**config.mk**
```make
export PLATFORM = sky130hd
export DESIGN_NAME = csla_bist
export DESIGN_NICKNAME = d
export VERILOG_FILES = /design/src/rtl/csla_bist.sv
export SDC_FILE = /design/constraint.sdc
export NUM_CORES = 1
export LEC_CHECK = 0
export ABC_AREA = 0
export CAP_MARGIN = 10
export CORE_UTILIZATION = 60
export DETAILED_ROUTE_END_ITERATION = 10
export GPL_ROUTABILITY_DRIVEN = 1
export PLACE_DENSITY_LB_ADDON = 0.05
export SLEW_MARGIN = 15
export SYNTH_ARGS = -nofsm -noshare
export SYNTH_HDL_FRONTEND = slang
export SYNTH_SLANG_ARGS = --single-unit
export TNS_END_PERCENT = 100
```
**constraint.sdc**
```tcl
create_clock -name clk -period 12.85 [get_ports clk]
set_input_delay 2.57 -clock clk [delete_from_list [all_inputs] [get_ports clk]]
set_output_delay 2.57 -clock clk [all_outputs]
set_load 0.005 [all_outputs]
```
**src/rtl/csla_bist.sv**
```systemverilog
// Built-in self-test driver/checker for a 64-bit adder: applies corner then LFSR vectors,
// waits a programmable settle time and compares {cout,sum} against a full-width golden sum.
module csla_bist #(
  parameter int unsigned NUM_VECTORS   = 1024,
  parameter int unsigned SETTLE_CYCLES = 2,
  parameter logic [63:0] SEED_A        = 64'h0123_4567_89AB_CDEF,
  parameter logic [63:0] SEED_B        = 64'hFEDC_BA98_7654_3210
) (
  input  logic        clk,
  input  logic        rst_n,
  input  logic        start,
  output logic [63:0] dut_a,
  output logic [63:0] dut_b,
  output logic        dut_cin,
  input  logic [63:0] dut_sum,
  input  logic        dut_cout,
  output logic        busy,
  output logic        done,
  output logic        pass,
  output logic [15:0] err_count,
  output logic [15:0] first_fail_idx
);

  localparam logic [63:0] SEED_A_EFF  = (SEED_A == 64'd0) ? 64'd1 : SEED_A;
  localparam logic [63:0] SEED_B_EFF  = (SEED_B == 64'd0) ? 64'd1 : SEED_B;
  localparam logic [15:0] LAST_IDX    = 16'(NUM_VECTORS - 1);
  localparam logic [31:0] SETTLE_INIT = 32'(SETTLE_CYCLES - 1);
  localparam logic [15:0] NO_FAIL     = 16'hFFFF;

  typedef enum logic [2:0] {S_IDLE, S_LOAD, S_SETTLE, S_CHECK, S_DONE} state_e;

  state_e      state_q, state_d;
  logic [15:0] idx_q, idx_d;
  logic [31:0] cnt_q, cnt_d;
  logic [63:0] lfsr_a_q, lfsr_a_d, lfsr_b_q, lfsr_b_d;
  logic [63:0] a_q, a_d, b_q, b_d;
  logic        cin_q, cin_d;
  logic [64:0] exp_q, exp_d;
  logic [15:0] err_q, err_d, ffi_q, ffi_d;
  logic        busy_q, busy_d, done_q, done_d, pass_q, pass_d;

  logic [63:0] vec_a, vec_b;
  logic        vec_cin;

  function automatic logic [63:0] lfsr_next(input logic [63:0] q);
    return {q[62:0], q[63] ^ q[62] ^ q[60] ^ q[59]};
  endfunction

  // Four corner vectors exercise full carry ripple and top-bit overflow before random patterns.
  always_comb begin
    vec_a   = lfsr_a_q;
    vec_b   = lfsr_b_q;
    vec_cin = idx_q[0];
    case (idx_q)
      16'd0: begin vec_a = 64'd0;  vec_b = 64'd0;  vec_cin = 1'b0; end
      16'd1: begin vec_a = '1;     vec_b = 64'd0;  vec_cin = 1'b1; end
      16'd2: begin vec_a = '1;     vec_b = '1;     vec_cin = 1'b1; end
      16'd3: begin vec_a = 64'h8000_0000_0000_0000; vec_b = 64'h8000_0000_0000_0000; vec_cin = 1'b0; end
      default: ;
    endcase
  end

  always_comb begin
    state_d  = state_q;
    idx_d    = idx_q;
    cnt_d    = cnt_q;
    lfsr_a_d = lfsr_a_q;
    lfsr_b_d = lfsr_b_q;
    a_d      = a_q;
    b_d      = b_q;
    cin_d    = cin_q;
    exp_d    = exp_q;
    err_d    = err_q;
    ffi_d    = ffi_q;
    // Status outputs are registered, so they trail the state by one edge.
    busy_d   = (state_q == S_LOAD) || (state_q == S_SETTLE) || (state_q == S_CHECK);
    done_d   = (state_q == S_DONE);
    pass_d   = (state_q == S_DONE) && (err_q == 16'd0);

    case (state_q)
      S_IDLE, S_DONE: begin
        if (start) begin
          state_d  = S_LOAD;
          idx_d    = 16'd0;
          err_d    = 16'd0;
          ffi_d    = NO_FAIL;
          lfsr_a_d = SEED_A_EFF;
          lfsr_b_d = SEED_B_EFF;
        end
      end
      S_LOAD: begin
        a_d     = vec_a;
        b_d     = vec_b;
        cin_d   = vec_cin;
        exp_d   = {1'b0, vec_a} + {1'b0, vec_b} + {64'd0, vec_cin};
        cnt_d   = SETTLE_INIT;
        state_d = S_SETTLE;
      end
      S_SETTLE: begin
        if (cnt_q == 32'd0) state_d = S_CHECK;
        else                cnt_d   = cnt_q - 32'd1;
      end
      S_CHECK: begin
        if ({dut_cout, dut_sum} != exp_q) begin
          if (err_q != 16'hFFFF) err_d = err_q + 16'd1;
          if (ffi_q == NO_FAIL)  ffi_d = idx_q;
        end
        if (idx_q == LAST_IDX) begin
          state_d = S_DONE;
        end else begin
          idx_d   = idx_q + 16'd1;
          state_d = S_LOAD;
          if (idx_q >= 16'd4) begin
            lfsr_a_d = lfsr_next(lfsr_a_q);
            lfsr_b_d = lfsr_next(lfsr_b_q);
          end
        end
      end
      default: state_d = S_IDLE;
    endcase
  end

  always_ff @(posedge clk or negedge rst_n) begin
    if (!rst_n) begin
      state_q  <= S_IDLE;
      idx_q    <= 16'd0;
      cnt_q    <= 32'd0;
      lfsr_a_q <= SEED_A_EFF;
      lfsr_b_q <= SEED_B_EFF;
      a_q      <= 64'd0;
      b_q      <= 64'd0;
      cin_q    <= 1'b0;
      exp_q    <= 65'd0;
      err_q    <= 16'd0;
      ffi_q    <= NO_FAIL;
      busy_q   <= 1'b0;
      done_q   <= 1'b0;
      pass_q   <= 1'b0;
    end else begin
      state_q  <= state_d;
      idx_q    <= idx_d;
      cnt_q    <= cnt_d;
      lfsr_a_q <= lfsr_a_d;
      lfsr_b_q <= lfsr_b_d;
      a_q      <= a_d;
      b_q      <= b_d;
      cin_q    <= cin_d;
      exp_q    <= exp_d;
      err_q    <= err_d;
      ffi_q    <= ffi_d;
      busy_q   <= busy_d;
      done_q   <= done_d;
      pass_q   <= pass_d;
    end
  end

  assign dut_a          = a_q;
  assign dut_b          = b_q;
  assign dut_cin        = cin_q;
  assign busy           = busy_q;
  assign done           = done_q;
  assign pass           = pass_q;
  assign err_count      = err_q;
  assign first_fail_idx = ffi_q;

endmodule
```
After elaboration in Yosys (flattened, before gate mapping) --
Index checks and enable logic that the tools add are counted.
Cells by class: add/subtract/negate cells 5, $lt $le $gt $ge 1, eq/ne operators 19, multiplexer cells 27, bitwise logic cells 6, reduce and logical (&&, ||, !) cells 19
Operators with widths (count):
- $mux W64 | 6
- $pmux W64 S3 | 2
- $pmux W64 S2 | 2
- $mux W16 | 7
- $pmux W16 S2 | 3
- $add A64 B64 Y65 | 1
- $add A65 B1 Y65 | 1
- $ne A65 B65 Y1 | 1
- $pmux W32 S2 | 1
- $add A16 B1 Y16 const B | 2
- $eq A16 B2 Y1 const B | 2
- $logic_not A16 Y1 | 2
- $logic_not A32 Y1 | 1
- $mux W32 | 1
- $sub A32 B1 Y32 const B | 1
- $eq A16 B1 Y1 const B | 1
- $eq A16 B10 Y1 const B | 1
- $eq A16 B16 Y1 const B | 1
- $ge A16 B3 Y1 const B | 1
- $ne A16 B16 Y1 const B | 1
- $pmux W3 S4 | 1
- $reduce_and A4 Y1 | 3
- $ne A2 B1 Y1 const B | 5
- $mux W3 | 3
- other kinds (13) | 27
Word-level totals: register bits after elaboration 408, bits of input ports 68, output and inout bits 164, word-level logic and storage cells 91

Depth between registers and ports, before layout --
Gate-level depths: netlist of run 1.
depth in word-level cells 6, mapped depth 20, depth with buffers taken out 17

Worst setup path after synthesis of run 1 --
OpenSTA, ideal clock, no wires.
path kind register -> register, start point register idx_q[11], end point register exp_q[50], setup time 0.087 ns, arrival time 4.752 ns, data required time 12.763 ns, setup slack 8.011 ns, cell stages (with the launch flop) 21, path buffers 3, period minus slack after synthesis 4.839 ns, cell sequence dfrtp_1 > or4_1 > nor3_1 > and3_1 > clkbuf_1 > and2_1 > clkbuf_1 > buf_1 > a21o_1 > fa_1 > inv_1 > fa_1 > nor2b_1 > o2111ai_1 > a31oi_1 > nor2_1 > o211ai_1 > nand4_1 > a31oi_1 > mux2_2 > o211ai_1
Between the ends: word-level cells in the longest chain between the ends 5, elaborated cells between the ends (all ways) 12, those cells by class add/sub: 2; eq/ne: 3; mux: 3; reduce/logical: 4
Ends and longest elaborated chain:
- start, declared | RTL line 33 | logic [15:0] idx_q, idx_d;
- start signal, assigned | RTL line 141 | idx_q <= idx_d;
- $eq A16 B1 Y1 or $logic_not A16 Y1 (tied branches) | RTL line 54 | case (idx_q)
- $reduce_or A2 Y1 (no source line)
- $pmux W64 S3 * | RTL line 54
- named net vec_b[0] | RTL line 42 | logic [63:0] vec_a, vec_b;
- $add A64 B64 Y65 * | RTL line 95 | exp_d = {1'b0, vec_a} + {1'b0, vec_b} + {64'd0, vec_cin};
- $add A65 B1 Y65 * | RTL line 95
- end signal, assigned | RTL line 148 | exp_q <= exp_d;
- end, declared | RTL line 38 | logic [64:0] exp_q, exp_d;
The timed path passes the listed nets; every way through them passes the cells marked *. A chain may end at the register's enable or synchronous reset.

Worst setup path in the final report of run 1 --
start point register idx_q[11], end point register exp_q[50]
Between the ends: elaborated cells between the ends (all ways) 12, those cells by class add/sub: 2; eq/ne: 3; mux: 3; reduce/logical: 4
RTL lines:
- $eq A16 B2 Y1 (tied with other cells) | RTL line 54
- $reduce_or A2 Y1 (no source line)
- $pmux W1 S2 * | RTL line 54
- named net vec_cin | RTL line 43 | logic vec_cin;
- $add A65 B1 Y65 * | RTL line 95
Marks and branches as above.

==> results of run 1 <==
[sequential cells by signal, summed over array words and instances, names as in the netlist, 16 cells and up]
signal          count
dut_b              64
exp_q              65
dut_a              64
lfsr_b_q           64
lfsr_a_q           64
err_count          16
cnt_q              32
idx_q              16
first_fail_idx     16
[critical path, cell delays in order (launching register included)]
cell and delay (ps):
dfrtp_1 450, or4_1 550, nor3_1 340, and3_1 480, o21a_2 210, buf_4 610, a21o_1 220, fa_1 230
inv_1 60, fa_1 390, nor2b_1 170, o2111ai_1 160, a31oi_1 430, nor2_1 130, o211ai_1 500, nand4_1 240
a31oi_1 230, mux2_2 350, o211ai_1 100
[worst paths after layout]
path                                            start               endpoint  depth (start not counted)
worst max-delay path            idx_q[11]$_DFFE_PN0P_  exp_q[50]$_DFFE_PN0P_                         18
worst max register to register  idx_q[11]$_DFFE_PN0P_  exp_q[50]$_DFFE_PN0P_                         18
min in group asynchronous                       rst_n  dut_b[46]$_DFFE_PN0P_                          1
worst min register to register  dut_a[49]$_DFFE_PN0P_  dut_a[49]$_DFFE_PN0P_                          2
max in group asynchronous                       rst_n  dut_a[59]$_DFFE_PN0P_                          3
worst min-delay path            dut_a[49]$_DFFE_PN0P_  dut_a[49]$_DFFE_PN0P_                          2
[metal layers]
layer,vias up,global-route usage (%),wire length (um)
met5,-,0,23
met4,4,13.72,2502
met3,147,5.847,4083
met2,739,56.79,29990
met1,9182,46.19,25890
li1,8582,-,-
[kinds of logic (layout without fill, tap and decap cells)]
| logic type | Yosys count | count (layout) | synth area share, % |
|---|---|---|---|
| buffers and inverters | 179 | 364 | 3.114 |
| AO/OA/AOI/OAI | 633 | 633 | 20.13 |
| flip-flops | 408 | 408 | 47.60 |
| XOR/XNOR | 154 | 154 | 6.227 |
| multiplexers | 4 | 4 | 0.1964 |
| AND/OR/NAND/NOR | 909 | 909 | 18.51 |
| adder cells (fa/ha/maj) | 72 | 72 | 4.229 |
[stage by stage]
stage / hold WS, ps / cell area [um2]
floorplan: 463.1 / 21660
global route: 495.7 / 25740
global placement: 460.0 / 24190
CTS: 477.8 / 25740
detailed placement: 462.4 / 24190
finish: 472.4 / 25740
[final cells by class]
cell class / count / area share, %
inverters: 36 / 0.5249
multi-input cells: 1772 / 41.63
clock inverters: 23 / 1.181
well taps: 461 / 2.241
flip-flops and latches: 408 / 40.05
repair buffers: 249 / 9.527
clock buffers: 56 / 4.846
[cell usage in the layout, fill, tap and decap left out, types with 5 or more instances in the layout]
| cell type | count |
|---|---|
| xnor2_1 | 85 |
| nor3_1 | 28 |
| buf_4 | 18 |
| or3_1 | 21 |
| bufinv_16 | 7 |
| o41ai_1 | 5 |
| dfrtp_1 | 328 |
| o31ai_1 | 11 |
| dfstp_2 | 80 |
| o21ai_0 | 113 |
| nand2_1 | 537 |
| clkdlybuf4s50_1 | 230 |
| ha_1 | 70 |
| nand4_1 | 52 |
| o22ai_1 | 6 |
| a21o_1 | 154 |
| and2_1 | 8 |
| a31oi_1 | 12 |
| or4_1 | 7 |
| nor2b_1 | 6 |
| nor2_1 | 146 |
| o21bai_1 | 19 |
| a22o_1 | 64 |
| a211oi_1 | 6 |
| a21oi_1 | 121 |
| o22a_1 | 64 |
| nand2b_1 | 9 |
| nand3_1 | 26 |
| o211ai_1 | 11 |
| clkbuf_16 | 45 |
| xor2_1 | 69 |
| and3_1 | 13 |
| clkinv_2 | 11 |
| o21a_1 | 15 |
| nor4_1 | 26 |
| inv_1 | 36 |
| clkbuf_8 | 8 |
==> run summary, run 1 <==
The logs give 232 for the I/O pin count and 69 for the number of core rows. The run gives 6910 ps as the setup slack on the worst flop-to-flop path. The worst hold-check path type is register to register. The routed layout has 18650 vias. The flow ran to the end, and the final reports show no timing, DRC or antenna violations.

The logs give 7049 ps for the worst setup slack after placement and 13320 ps for the data required time at the worst endpoint. The total of max-cap violations is 0. The tree is rooted in a clkbuf_16. For the final database, setup skew stands at 25.52 ps. Each instance of the synthesized netlist takes up on average 9.182 um2. The number of input and output port buffers inserted is 231, and the weighted congestion reported at the end of routability-driven placement is 0.9363. Ranked by total cell area, the synthesized netlist is headed by dfrtp_1, dfstp_2, nand2_1. Once detail routing completed, the nets flagged for antenna violations numbered 0.

Setup repair after global routing left no endpoint under its margin. Yosys instantiated no cell more often than nand2_1. The dominant register cell in the synthesized netlist is dfrtp_1. By count the netlist is led by nand2_1, dfrtp_1, a21o_1, nor2_1, clkbuf_1. The register area was 10310 um2; the number of global-route vias before repair was 18340.

The final total negative setup slack came out at 0 ps. Number of antenna violations at the first check in global routing: 2. For the worst-skew pair, the clock arrives at the later sink with an insertion delay of 560 ps. The post-synthesis cell type with the largest combined area is dfrtp_1. The clock net in this run drives a total of 408 sinks. TritonCTS created 43 clock buffers. Measured along the x axis, the die boundary spans 192.0 um.

STA classifies the critical path startpoint as a register. At the end of the flow, the number of nets in the layout was 2650. The area added between synthesis and finish came out at 18.85%. Of the post-synthesis cell area, the dominant cell type holds 37.89%.

The worst path arrival time is 6420 ps. The total instance count after detailed placement is 2926. The repair_antennas step left the layout with diodes totalling 0. Summing all multi-input logic gate instances after layout gives 10720 um2. The number of failing setup endpoints in the final timing report is 0, and the count of flip-flops with a built-in enable after synthesis is 0. The post-detailed-route wirelength per cell was 20.80 um; the share of synthesized flip-flops with an asynchronous set or reset was 100.0%.

For the global-route usage over all layers, the log shows 34.75%. TritonCTS built the clock tree. The distinct cell type count after synthesis was 69; the largest fanout on the critical path was 65. The area of the die was 36860 um2. STA classifies the critical path endpoint as a register.

The final layout contains routed wiring with a total length of 62490 um. Entering global routing, the biggest net connects 115 pins. The number of nets handed over by synthesis was 2499. After global routing the overflow that remains totals 0. The post-detailed-route DRC marker count was 0; the first-pass iteration count of the detailed router was 6. The wire length of the first global-routing pass is 100500 um, and the post-CTS setup buffer count is 0.

Clock-pin slew was measured on the worst setup and hold paths at 70 ps. In the post-route analysis, the smallest setup slack over all paths is 6907 ps. Once layout is complete, the cells apart from fillers number 3005. Number of vias per cell after detailed routing: 6.208. In this run, synthesis produced a sequential element count of 408.

Based on the critical path, the design can be clocked at up to 0.1683 GHz. The routed design could run at a clock period as short as 5943 ps. Buffers inserted to repair hold after CTS numbered 0. The detailed router finished its first iteration with 1637 violations.

The post-route netlist has 8.097% of its cells at a drive strength greater than 1. No sink is reached through more buffers than the 3 on the longest clock path. Post-CTS repair changed the size of 0 cells. Counting every instance in the synthesized netlist gives 2359. For the fraction of the yosys area taken by sequential cells, the log shows 47.60%. The critical path is of the register to register type.

Estimated wirelength of the detail-placed design: 44160 um. The logs give 60.89% for the effective utilization at floorplan and 0 for the final count of hold timing violations. The max-slew violation count came out at 0. Share of the cycle needed by the critical path after routing: 46.25%.

Headroom to the max-slew limit came out at 26.24%. The H-tree was split into 2 levels. At the pin with the least slew margin, the transition time is 1106 ps.

The die extent in y is 192.0 um, and the core box area is 35570 um2. During synthesis, Yosys emitted a total of 0 warnings. The final-layout fill cell count is 2737. Summing every instance area after synthesis gives 21660 um2. The run gives 72.37% as the final standard cell utilization of the core.
Power of run 1 is not shown: default switching activity piles up to over one toggle a cycle in this logic, so the estimate is an artifact.
==> inputs of run 2 (changes only) <==
CORE_UTILIZATION = 57   (was 60)
clock period = 5.6 ns   (was 12.85 ns; I/O delays follow)
==> run 2 against run 1 <==
First-iteration DRC count is 23% lower; worst hold slack worse by 0.95 ps; final cell count is 1.9% higher; via count is 2.1% lower; clock skew is 1.9 ps higher; routed wire length is 2.5% lower; sequential cell count stayed put; fmax is 13% higher; final area is 0.14% higher; highest routed layer is now met4; global-route usage is 2.8 points lower.
==> run summary, run 2 (synthesized netlist as in run 1, its figures left out) <==
The tools report the antenna violation net count after detailed routing as 0 (unchanged). TritonCTS built the clock tree. The worst hold-check path type is register to register. The x dimension of the die is 196.9 um (+2.6%).

The tree is rooted in a clkbuf_16. Startpoint of the worst register-to-register path: idx_q[11]$_DFFE_PN0P_. The maximum buffer depth of the clock tree was 3 (unchanged); the share of layout cells above drive strength 1 was 8.154% (+0.056 points).

The worst max-slew margin expressed relative to the limit was 22.53% (-3.7 points). The tools report the total of max-cap violations as 0 (unchanged). STA classifies the critical path startpoint as a register. The core box area is 37490 um2 (+5.4%), and the top achievable clock speed is 0.1899 GHz (+13%).

The number of global-route vias before repair was 17940 (-2.2%); the final count of hold timing violations was 0 (unchanged). The tools report the initial DRC count as 1268 (-23%). The area added between synthesis and finish works out to 19.02%. The I/O pin count is 232 (unchanged). The run gives 71 (+2.9%) as the number of core rows. The tools report the number of antenna violations at the first check in global routing as 0 (-2).

The run finished with clean final reports. The tools report the count of inserted antenna diode cells as 0 (unchanged). Share of the cycle needed by the critical path after routing: 94.01% (+48 points). For the global-route usage over all layers, the log shows 31.99% (-2.8 points).

The total clock buffers created by CTS was 42 (-2.3%); the estimated wirelength of the detail-placed design was 43820 um (-0.77%). The register clock-pin slew on the reported worst setup and hold paths is 60 ps (about the same). Sink count of the clock tree: 408 (unchanged). For the worst path arrival time, the log shows 5680 ps (-740 ps). For the effective utilization at floorplan, the log shows 57.78% (-3.1 points). Most common cell after layout, fill and taps aside: nand2_1. The total congestion overflow after global routing is 0 (unchanged). The data required time at the worst endpoint was 6020 ps (-7300 ps); the largest net degree at the start of global routing was 127 (+10%).

The run gives 340 ps (-6570 ps) as the setup slack on the worst flop-to-flop path. The kind of end point of the critical path is a register. By startpoint and endpoint, the worst setup path is classified as register to register. The register bank with the most flops is exp_q.

In the layout the commonest cells are nand2_1, dfrtp_1, clkdlybuf4s50_1. For the post-detailed-route DRC marker count, the log shows 0 (unchanged). Worst setup skew after layout: 27.39 ps (+1.877 ps). The final critical-path required period is 5265 ps (-678.3 ps). The max-slew violation count is 0 (unchanged), and the number of nets in the layout is 2657 (+0.26%). First-pass iteration count of the detailed router: 5 (-1). The number of input and output port buffers inserted works out to 231 (unchanged). The level count of the clock H-tree came out at 2 (unchanged). Origin of the worst min-delay path: dut_a[10]$_DFFE_PN0P_. The number of cells on the worst reg-to-reg path came out at 16 (-2). The number of failing setup endpoints in the final timing report is 0 (unchanged), and the wire length of the first global-routing pass is 97990 um (-2.5%). The number of flip-flops under the largest register name came out at 65 (unchanged). In this run the critical register-to-register path is captured at exp_q[36]$_DFFE_PN0P_. Setup repair after global routing left no endpoint under its margin.

The latest clock arrival within the worst-skew pair is 590 ps (+30 ps). The die extent in y was 196.9 um (+2.6%); the actual transition at the worst max-transition pin was 1154 ps (+47.86 ps). The final total negative setup slack is 0 ps (unchanged), and the largest fanout on the critical path is 28 (-57%).

The number of vias per cell after detailed routing is 5.961 (-4.0%), and the vias after detailed routing is 18250 (-2.1%). The tools report the area of the die as 38780 um2 (+5.2%). The number of cells on the worst hold path works out to 2 (unchanged). The post-detailed-route wirelength per cell works out to 19.90 um (-4.3%). The weighted congestion reported at the end of routability-driven placement was 0.9609 (+2.6%). For the total detailed-routing wirelength, the log shows 60950 um (-2.5%). The worst hold path terminates at dut_a[10]$_DFFE_PN0P_.
run 2: stage by stage:
step | hold WS, ps | area [um2] | setup WS, ps | util, % | instances
floorplan | 463.1 | 21660 | 761.1 | - | 2359
global placement | 458.8 | 24350 | 338.8 | 64.96 | 2983
detailed placement | 461.3 | 24350 | 98.03 | 64.96 | 2983
CTS | 476.4 | 25760 | 71.24 | 68.73 | 3061
global route | 496.5 | 25780 | 68.68 | 68.76 | 3062
finish | 471.4 | 25780 | 335.3 | 68.76 | 3062
run 2: worst max-delay path, cell delays in order, from the launching register on:
cell	delay, ps
dfrtp_1	440
or4_1	550
nor3_2	290
and3_2	330
and2_2	200
buf_4	320
a21oi_1	140
fa_1	450
nor2b_1	180
o2111ai_1	160
a31oi_1	450
o211a_1	300
nor4_1	70
o31ai_1	580
a21boi_0	240
xor2_1	270
o21ai_0	120
run 2: per-layer routing:
layer,GRT usage (%),wire length [um]
met2,52.86,29180
met1,43.09,26500
met5,0,0
met3,3.645,2997
met4,12.89,2261
run 2: final cells by class:
| type | instances | area, um2 |
|---|---|---|
| clock buffers | 62 | 1270 |
| clock inverters | 16 | 142.6 |
| fillers | 3024 | 11710 |
| inverters | 36 | 135.1 |
| multi-input cells | 1772 | 10720 |
| flip-flops and latches | 408 | 10310 |
| well taps | 511 | 639.4 |
| repair buffers | 257 | 2562 |
run 2: what timing repair did:
| item | CTS | global route |
|---|---|---|
| setup buffers | 0 | 1 |
| resized for setup | 0 | 2 |
| endpoints found under the hold margin | 0 | 0 |
| hold buffers | 0 | 0 |
| endpoints found under the setup margin | 0 | 14 |
run 2: worst max path at each step:
stage                          startpoint                    end
floorplan           idx_q[11]$_DFFE_PN0P_  exp_q[50]$_DFFE_PN0P_
global placement    idx_q[11]$_DFFE_PN0P_  exp_q[36]$_DFFE_PN0P_
detailed placement  idx_q[11]$_DFFE_PN0P_  exp_q[50]$_DFFE_PN0P_
CTS                 idx_q[11]$_DFFE_PN0P_  exp_q[50]$_DFFE_PN0P_
global route        idx_q[11]$_DFFE_PN0P_  exp_q[36]$_DFFE_PN0P_
finish              idx_q[11]$_DFFE_PN0P_  exp_q[36]$_DFFE_PN0P_
Power of run 2 is left out for the same reason.
